**config.mk**
```make
export PLATFORM = sky130hd
export DESIGN_NAME = fetch_port_arbiter
export DESIGN_NICKNAME = d
export VERILOG_FILES = /design/src/rtl/fetch_port_arbiter.sv
export SDC_FILE = /design/constraint.sdc
export NUM_CORES = 1
export LEC_CHECK = 0
export CAP_MARGIN = 20
export CELL_PAD_IN_SITES_DETAIL_PLACEMENT = 0
export CELL_PAD_IN_SITES_GLOBAL_PLACEMENT = 1
export CORE_MARGIN = 8
export CORE_UTILIZATION = 31
export DETAILED_ROUTE_END_ITERATION = 8
export HOLD_SLACK_MARGIN = 0.05
export PLACE_DENSITY = 0.82
export SLEW_MARGIN = 20
export SYNTH_ARGS = -nofsm -noshare
export SYNTH_HDL_FRONTEND = slang
export SYNTH_SLANG_ARGS = --single-unit
```
**constraint.sdc**
```tcl
create_clock -name iCLOCK -period 4.85 [get_ports iCLOCK]
set_clock_uncertainty 0.1 [all_clocks]
set_input_delay 1.2125 -clock iCLOCK [delete_from_list [all_inputs] [get_ports iCLOCK]]
set_output_delay 1.2125 -clock iCLOCK [all_outputs]
set_load 0.02 [all_outputs]
```
**src/rtl/fetch_port_arbiter.sv**
```systemverilog
`default_nettype none
// ============================================================================
//  Module      : fetch_port_arbiter
//  Description : Shares one in-order memory port between the instruction
//                fetch unit and an auxiliary (debug/prefetch) requester.
//                Requests are granted combinationally with a 1-bit
//                round-robin pointer. Every issued request leaves an owner
//                tag in an in-order FIFO so that responses can be routed
//                back. A flush kills fetch-owned tags so their responses
//                are dropped.
//  Revision    : 1.0 - initial release
// ============================================================================
module fetch_port_arbiter #(
    parameter int P_DEPTH   = 4,
    parameter int P_DEPTH_N = 2
)(
    input  logic        iCLOCK,
    input  logic        inRESET,
    input  logic        iFLUSH,
    // fetch requester
    input  logic        iFETCH_REQ,
    input  logic [1:0]  iFETCH_MMUMOD,
    input  logic [31:0] iFETCH_ADDR,
    output logic        oFETCH_LOCK,
    output logic        oFETCH_VALID,
    output logic        oFETCH_PAGEFAULT,
    output logic [13:0] oFETCH_MMU_FLAGS,
    output logic [31:0] oFETCH_INST,
    // auxiliary requester
    input  logic        iAUX_REQ,
    input  logic [1:0]  iAUX_MMUMOD,
    input  logic [31:0] iAUX_ADDR,
    output logic        oAUX_LOCK,
    output logic        oAUX_VALID,
    output logic        oAUX_PAGEFAULT,
    output logic [31:0] oAUX_DATA,
    // memory port
    output logic        oMEM_REQ,
    input  logic        iMEM_LOCK,
    output logic [1:0]  oMEM_MMUMOD,
    output logic [31:0] oMEM_ADDR,
    input  logic        iMEM_VALID,
    input  logic        iMEM_PAGEFAULT,
    input  logic [13:0] iMEM_MMU_FLAGS,
    input  logic [31:0] iMEM_DATA,
    // status
    output logic        oERROR
);

    // Occupancy value meaning "every tag slot is in use".
    localparam logic [P_DEPTH_N:0] c_FULL_COUNT  = (P_DEPTH_N + 1)'(P_DEPTH);
    // Owner tag encoding stored in the FIFO.
    localparam logic               c_OWNER_FETCH = 1'b0;
    localparam logic               c_OWNER_AUX   = 1'b1;

    // ------------------------------------------------------------------
    // State
    // ------------------------------------------------------------------
    logic [P_DEPTH-1:0]   r_owner;        // owner tag per FIFO slot
    logic [P_DEPTH-1:0]   r_killed;       // response for this slot is discarded
    logic [P_DEPTH_N-1:0] r_wrPtr;
    logic [P_DEPTH_N-1:0] r_rdPtr;
    logic [P_DEPTH_N:0]   r_count;        // outstanding request count
    logic                 r_rrPtr;        // 0 = fetch has priority, 1 = aux
    logic                 r_error;

    logic                 r_fetchValid;
    logic                 r_fetchPageFault;
    logic [13:0]          r_fetchMmuFlags;
    logic [31:0]          r_fetchInst;
    logic                 r_auxValid;
    logic                 r_auxPageFault;
    logic [31:0]          r_auxData;

    // ------------------------------------------------------------------
    // Combinational arbitration and FIFO control
    // ------------------------------------------------------------------
    logic w_empty;
    logic w_full;
    logic w_pop;
    logic w_headOwner;
    logic w_headKilled;
    logic w_fetchElig;
    logic w_auxElig;
    logic w_bothReq;
    logic w_grantFetch;
    logic w_memReq;
    logic w_issue;
    logic w_deliverFetch;
    logic w_deliverAux;

    // Grant selection, issue detection and response routing for this cycle.
    always_comb begin
        w_empty      = (r_count == '0);
        w_full       = (r_count == c_FULL_COUNT);
        w_pop        = iMEM_VALID && !w_empty;
        w_headOwner  = r_owner[r_rdPtr];
        w_headKilled = r_killed[r_rdPtr];

        // Combinational requests are gated by reset so that every output
        // reads zero while inRESET is low. A flush masks the fetch side only.
        w_fetchElig  = inRESET && iFETCH_REQ && !iFLUSH;
        w_auxElig    = inRESET && iAUX_REQ;
        w_bothReq    = w_fetchElig && w_auxElig;

        // Fetch wins when it is alone, or when both ask and it holds priority.
        w_grantFetch = w_fetchElig && (!w_auxElig || (r_rrPtr == 1'b0));

        // A full FIFO still grants if a slot is being freed this same cycle.
        w_memReq     = (w_fetchElig || w_auxElig) && (!w_full || w_pop);
        w_issue      = w_memReq && !iMEM_LOCK;

        // A fetch response popped during a flush is dropped as well.
        w_deliverFetch = w_pop && (w_headOwner == c_OWNER_FETCH) &&
                         !w_headKilled && !iFLUSH;
        w_deliverAux   = w_pop && (w_headOwner == c_OWNER_AUX) && !w_headKilled;
    end

    // Memory-port request side: mirror the granted requester.
    always_comb begin
        oMEM_REQ    = w_memReq;
        oMEM_ADDR   = '0;
        oMEM_MMUMOD = '0;
        if (w_memReq) begin
            oMEM_ADDR   = w_grantFetch ? iFETCH_ADDR   : iAUX_ADDR;
            oMEM_MMUMOD = w_grantFetch ? iFETCH_MMUMOD : iAUX_MMUMOD;
        end
        // A requester is locked whenever it asks and is not the one issuing.
        oFETCH_LOCK = inRESET && iFETCH_REQ && !(w_issue &&  w_grantFetch);
        oAUX_LOCK   = inRESET && iAUX_REQ   && !(w_issue && !w_grantFetch);
    end

    // ------------------------------------------------------------------
    // Tag FIFO: push owner on issue, pop head on response, kill on flush
    // ------------------------------------------------------------------
    always_ff @(posedge iCLOCK or negedge inRESET) begin
        if (!inRESET) begin
            r_owner  <= '0;
            r_killed <= '0;
            r_wrPtr  <= '0;
            r_rdPtr  <= '0;
            r_count  <= '0;
        end else begin
            // Killing every fetch-owned slot is safe: slots outside the live
            // window are rewritten with killed=0 when they are next pushed.
            // A fetch push never coincides with a flush since fetch is masked.
            if (iFLUSH) begin
                r_killed <= r_killed | ~r_owner;
            end
            if (w_issue) begin
                r_owner[r_wrPtr]  <= w_grantFetch ? c_OWNER_FETCH : c_OWNER_AUX;
                r_killed[r_wrPtr] <= 1'b0;
                r_wrPtr           <= r_wrPtr + 1'b1;
            end
            if (w_pop) begin
                r_rdPtr <= r_rdPtr + 1'b1;
            end
            r_count <= r_count + {{P_DEPTH_N{1'b0}}, w_issue}
                               - {{P_DEPTH_N{1'b0}}, w_pop};
        end
    end

    // Round-robin pointer: hand priority to the loser after a contested issue.
    always_ff @(posedge iCLOCK or negedge inRESET) begin
        if (!inRESET) begin
            r_rrPtr <= 1'b0;
        end else if (w_issue && w_bothReq) begin
            r_rrPtr <= w_grantFetch;
        end
    end

    // Registered fetch response: one-cycle VALID pulse, payload held otherwise.
    always_ff @(posedge iCLOCK or negedge inRESET) begin
        if (!inRESET) begin
            r_fetchValid     <= 1'b0;
            r_fetchPageFault <= 1'b0;
            r_fetchMmuFlags  <= '0;
            r_fetchInst      <= '0;
        end else begin
            r_fetchValid <= w_deliverFetch;
            if (w_deliverFetch) begin
                r_fetchPageFault <= iMEM_PAGEFAULT;
                r_fetchMmuFlags  <= iMEM_MMU_FLAGS;
                r_fetchInst      <= iMEM_DATA;
            end
        end
    end

    // Registered aux response: one-cycle VALID pulse, payload held otherwise.
    always_ff @(posedge iCLOCK or negedge inRESET) begin
        if (!inRESET) begin
            r_auxValid     <= 1'b0;
            r_auxPageFault <= 1'b0;
            r_auxData      <= '0;
        end else begin
            r_auxValid <= w_deliverAux;
            if (w_deliverAux) begin
                r_auxPageFault <= iMEM_PAGEFAULT;
                r_auxData      <= iMEM_DATA;
            end
        end
    end

    // Sticky error: a response arrived while nothing was outstanding.
    always_ff @(posedge iCLOCK or negedge inRESET) begin
        if (!inRESET) begin
            r_error <= 1'b0;
        end else if (iMEM_VALID && w_empty) begin
            r_error <= 1'b1;
        end
    end

    assign oFETCH_VALID     = r_fetchValid;
    assign oFETCH_PAGEFAULT = r_fetchPageFault;
    assign oFETCH_MMU_FLAGS = r_fetchMmuFlags;
    assign oFETCH_INST      = r_fetchInst;
    assign oAUX_VALID       = r_auxValid;
    assign oAUX_PAGEFAULT   = r_auxPageFault;
    assign oAUX_DATA        = r_auxData;
    assign oERROR           = r_error;

endmodule
`default_nettype wire
```
==> impl_summary.log <==
[metrics] run status: complete, no violations
[metrics] post-detailed-route via-to-cell ratio: between 4 and 5
[metrics] Tmin final: 4718 ps
[metrics] maximum fanout encountered on the critical timing path: 19
[metrics] net switching fraction of the power: 0.3534
[metrics] floorplan core area: between 10000 and 15000 sq um
[metrics] capture instance of the worst register-to-register path: r_count[2]
[metrics] FF-to-FF Start: r_count[2]
[metrics] number of hold violations in the final report: 0
[metrics] Die H: ~140 um
[metrics] cell-by-cell listing of the critical path: clkdlybuf4s50_1 -> buf_4 -> a211o_1 -> buf_4 -> nand2_1 -> a21oi_1 -> clkdlybuf4s50_1
[metrics] count of maximum capacitance violations: 0
[metrics] CTS tree: built
[metrics] number of global-route vias before repair: approximately 4100
[metrics] area added between synthesis and finish: 67.01%
[metrics] post-synth top area cell: sky130_fd_sc_hd__dfrtp_1
[metrics] Clk network pwr share: 0.174
[metrics] Filler Cell Count: ~1200
[metrics] count of nets left with antenna violations after detail routing: 0
[metrics] Antenna Cells: 0
[metrics] number of cell rows: 43
[metrics] Fmax: about 210 MHz
[metrics] Crit path buffers/inverters: 4
[metrics] H-tree levels: 3
[metrics] filler-free cell count of the finished design: roughly 800
[metrics] total number of vias: around 3700
[metrics] RSZ-0062 raised after global routing: no
[metrics] Total Negative Setup Slacks: 0 ps
[metrics] Internal Dissipation: about 2.8 mW
[metrics] number of buffers inserted during clock tree synthesis: 9
[metrics] Post-route DRC: 0
[metrics] Hold Path Stages: 1
[metrics] pin count of the biggest net entering global routing: 74
[metrics] number of hold buffers added after cts: 0
[metrics] Seq/Total Area, Yosys: 0.5582
[metrics] data arrival time of the worst path: ~3400 ps
[metrics] antenna violations before repair: 0
[metrics] Slew @ Worst Pin: 912.3 ps
[metrics] kind of end point of the critical path: primary output
[metrics] Total Routed Length: about 14000 um
[metrics] average detailed-routed wire length per instance: between 15 and 20 um
[metrics] data required time of the critical path: between 3000 and 4000 ps
[metrics] maximum root-to-sink buffer count: 2
[metrics] first-pass GRT wire length: 21420 um
[metrics] leakage power: about 3.1 nW
[metrics] full die area: roughly 18000 sq um
[metrics] Cells after DPL: between 700 and 800
[metrics] Congestion Overflow GR: 0
[metrics] DP HPWL: ~11000 um
[metrics] IO buf count: ~240
[metrics] number of flops mapped to enable cells by yosys: 0
[metrics] power density normalized to cell area: approximately 580 nW/um^2
[metrics] path type of the worst min-delay path: reg2reg
[metrics] commonest cells in the synthesized netlist: 99 x sky130_fd_sc_hd__dfrtp_1, 71 x sky130_fd_sc_hd__nand2_1, 60 x sky130_fd_sc_hd__mux2_2, 47 x sky130_fd_sc_hd__a21oi_1, 20 x sky130_fd_sc_hd__mux2_1
[metrics] setup violators final: 0
[metrics] proportion of layout cells with a drive suffix above 1: 0.1588
[metrics] kind of critical path: in2out
[metrics] Post-Synthesis Cells: 367
[metrics] total nets after synthesis: roughly 500
[metrics] Initial Utilization: 0.3185
[metrics] Resized Gates After CTS: 0
[metrics] Crit path largest cell delay: 640 ps
[metrics] DRT Pass-1 Iters: 4
[metrics] drt first-iter violations: ~150
[metrics] kind of cell adding the most delay to the critical path: buffers and inverters
[metrics] R2R depth: 11
[metrics] net switching power of the design: 1.506 mW
[metrics] overall track demand over capacity in global routing: 0.1458
[metrics] most instantiated library cell after synthesis: sky130_fd_sc_hd__dfrtp_1
[metrics] clock transition at the registers of the reported paths: roughly 70 ps
[metrics] final clock period utilization by the worst path: 0.9728
[metrics] Max-slew headroom: 0.3918
[metrics] FF+latch count, synth: around 100
[metrics] post-synthesis cell type count: 27
[metrics] Max stage delay cell, worst path: sky130_fd_sc_hd__clkdlybuf4s50_1
[metrics] placer's final routability congestion estimate: a little over 0.8
[metrics] average instance area after synthesis: ~12 sq um
[metrics] worst hold slack: 355.7 ps
[metrics] CTS Root Buffer Type: sky130_fd_sc_hd__clkbuf_16
[metrics] worst hold path startpoint: oERROR
[metrics] top cell type's share of synthesized area: 0.5582
[metrics] clock latency at the later pin of the worst-skew pair: 330 ps
[metrics] Nets: about 740
[metrics] startpoint kind of the worst setup timing path: input pin
[metrics] combinational group share of total power: 0.487
[metrics] Most used DFF post-synth: sky130_fd_sc_hd__dfrtp_1
[metrics] post-CTS setup buffers: 0
[metrics] Worst R2R Setup Slack: 2240 ps
[metrics] cell area after synthesis: ~4400 sq um
[metrics] worst-case vdd ir drop: between 0.2 and 0.25 mV
[metrics] number of pins with negative max-slew slack in the final report: 0
[metrics] Num Clock Sinks: slightly below 100
[metrics] end point of the worst hold path: oERROR
[metrics] Post-synth ARST share: 1.000
[metrics] Die Width: 135.7 um
[metrics] total of warnings raised by yosys: 0
[metrics] number of I/O pins: approximately 240
[metrics] Synth area leaders: sky130_fd_sc_hd__dfrtp_1 56%, sky130_fd_sc_hd__mux2_2 15%, sky130_fd_sc_hd__nand2_1 6.0%
[metrics] sequential fraction of design power: 0.339
[metrics] Layout Utilization: 0.5319
==> worst max-delay path by stage <==
stage / startpoint / slack [ps] / endpoint / cells after the start
2_1_floorplan: iFLUSH / 800 / oMEM_ADDR[0] / 6
3_3_place_gp: iFLUSH / 150 / oMEM_ADDR[3] / 7
3_5_place_dp: iFLUSH / 120 / oMEM_ADDR[3] / 7
4_1_cts: iFLUSH / 110 / oMEM_ADDR[3] / 7
5_1_grt: iFLUSH / 0.3 / oMEM_ADDR[30] / 7
6_report: iFLUSH / 130 / oMEM_ADDR[29] / 7
==> sequential cells by signal (all words and copies together), names as in the netlist, 2 cells and up <==
register / cells
r_wrPtr: 2
oAUX_DATA: 32
oFETCH_MMU_FLAGS: 14
oFETCH_INST: 32
r_rdPtr: 2
r_killed: 4
r_count: 3
r_owner: 4
==> per-stage QoR <==
stage / instance area (sq um) / total power, mW / setup slack [ps]
after floorplan: 4438 / 2.523 / 798.4
after global placement: 7087 / 3.502 / 145.1
after detailed placement: 7087 / 3.567 / 123.3
after CTS: 7410 / 4.328 / 109.7
after global routing: 7412 / 4.508 / 0.2982
final: 7412 / 4.262 / 132.1
==> cell usage in the layout, fill, tap and decap left out, types with 2 or more instances in the layout <==
master                            count
sky130_fd_sc_hd__ha_1                 6
sky130_fd_sc_hd__mux2_2              60
sky130_fd_sc_hd__buf_12               2
sky130_fd_sc_hd__dfrtp_1             99
sky130_fd_sc_hd__nand2b_1             2
sky130_fd_sc_hd__mux4_2               2
sky130_fd_sc_hd__a31oi_1              4
sky130_fd_sc_hd__inv_1               14
sky130_fd_sc_hd__xnor2_1              5
sky130_fd_sc_hd__buf_4               14
sky130_fd_sc_hd__a21oi_1             47
sky130_fd_sc_hd__nor4b_1              2
sky130_fd_sc_hd__clkdlybuf4s50_1    239
sky130_fd_sc_hd__nand2_1             71
sky130_fd_sc_hd__mux2_1              20
sky130_fd_sc_hd__clkbuf_16            9
sky130_fd_sc_hd__a211o_1              2
sky130_fd_sc_hd__clkinv_4             2
==> cell type report <==
class	instances	area [sq um]	area share
inverters	14	52.55	0.007090
clock buffers	10	239.0	0.03224
flip-flops and latches	99	2477	0.3342
repair buffers	256	2550	0.3440
well taps	180	225.2	0.03038
multi-input cells	232	1784	0.2407
clock inverters	6	83.83	0.01131
==> cells by family (layout without fill, tap and decap cells) <==
family,Yosys count,in the layout,synth area share
AOI/OAI and AO/OA,58,58,0.07499
DFF,99,99,0.5582
muxes,82,82,0.2131
xor gates and xnor gates,6,6,0.01184
adders and majority gates,7,7,0.02143
buffers and inverters,36,286,0.04257
and+or+nand+nor,79,79,0.07781
==> power by group through the flow <==
stage / Clock (mW) / Combinational (mW) / Sequential [mW]
2_1_floorplan: 0 / 0.674 / 1.85
6_report: 0.743 / 2.07 / 1.44
4_1_cts: 0.766 / 2.11 / 1.45
3_3_place_gp: 0 / 2.06 / 1.44
5_1_grt: 0.803 / 2.20 / 1.50
3_5_place_dp: 0 / 2.11 / 1.46
==> metal layers <==
| layer | track usage | routed length, um | vias to the layer above | share of wire |
|---|---|---|---|---|
| li1 | - | - | 1747 | - |
| met1 | 0.1508 | 5137 | 1782 | 0.37 |
| met2 | 0.2598 | 6910 | 172 | 0.50 |
| met3 | 0.06788 | 1618 | 7 | 0.12 |
| met4 | 0.03701 | 125 | 0 | 0.0091 |
| met5 | 0 | 0 | - | 0 |
Power figures use the tool's default switching activity.
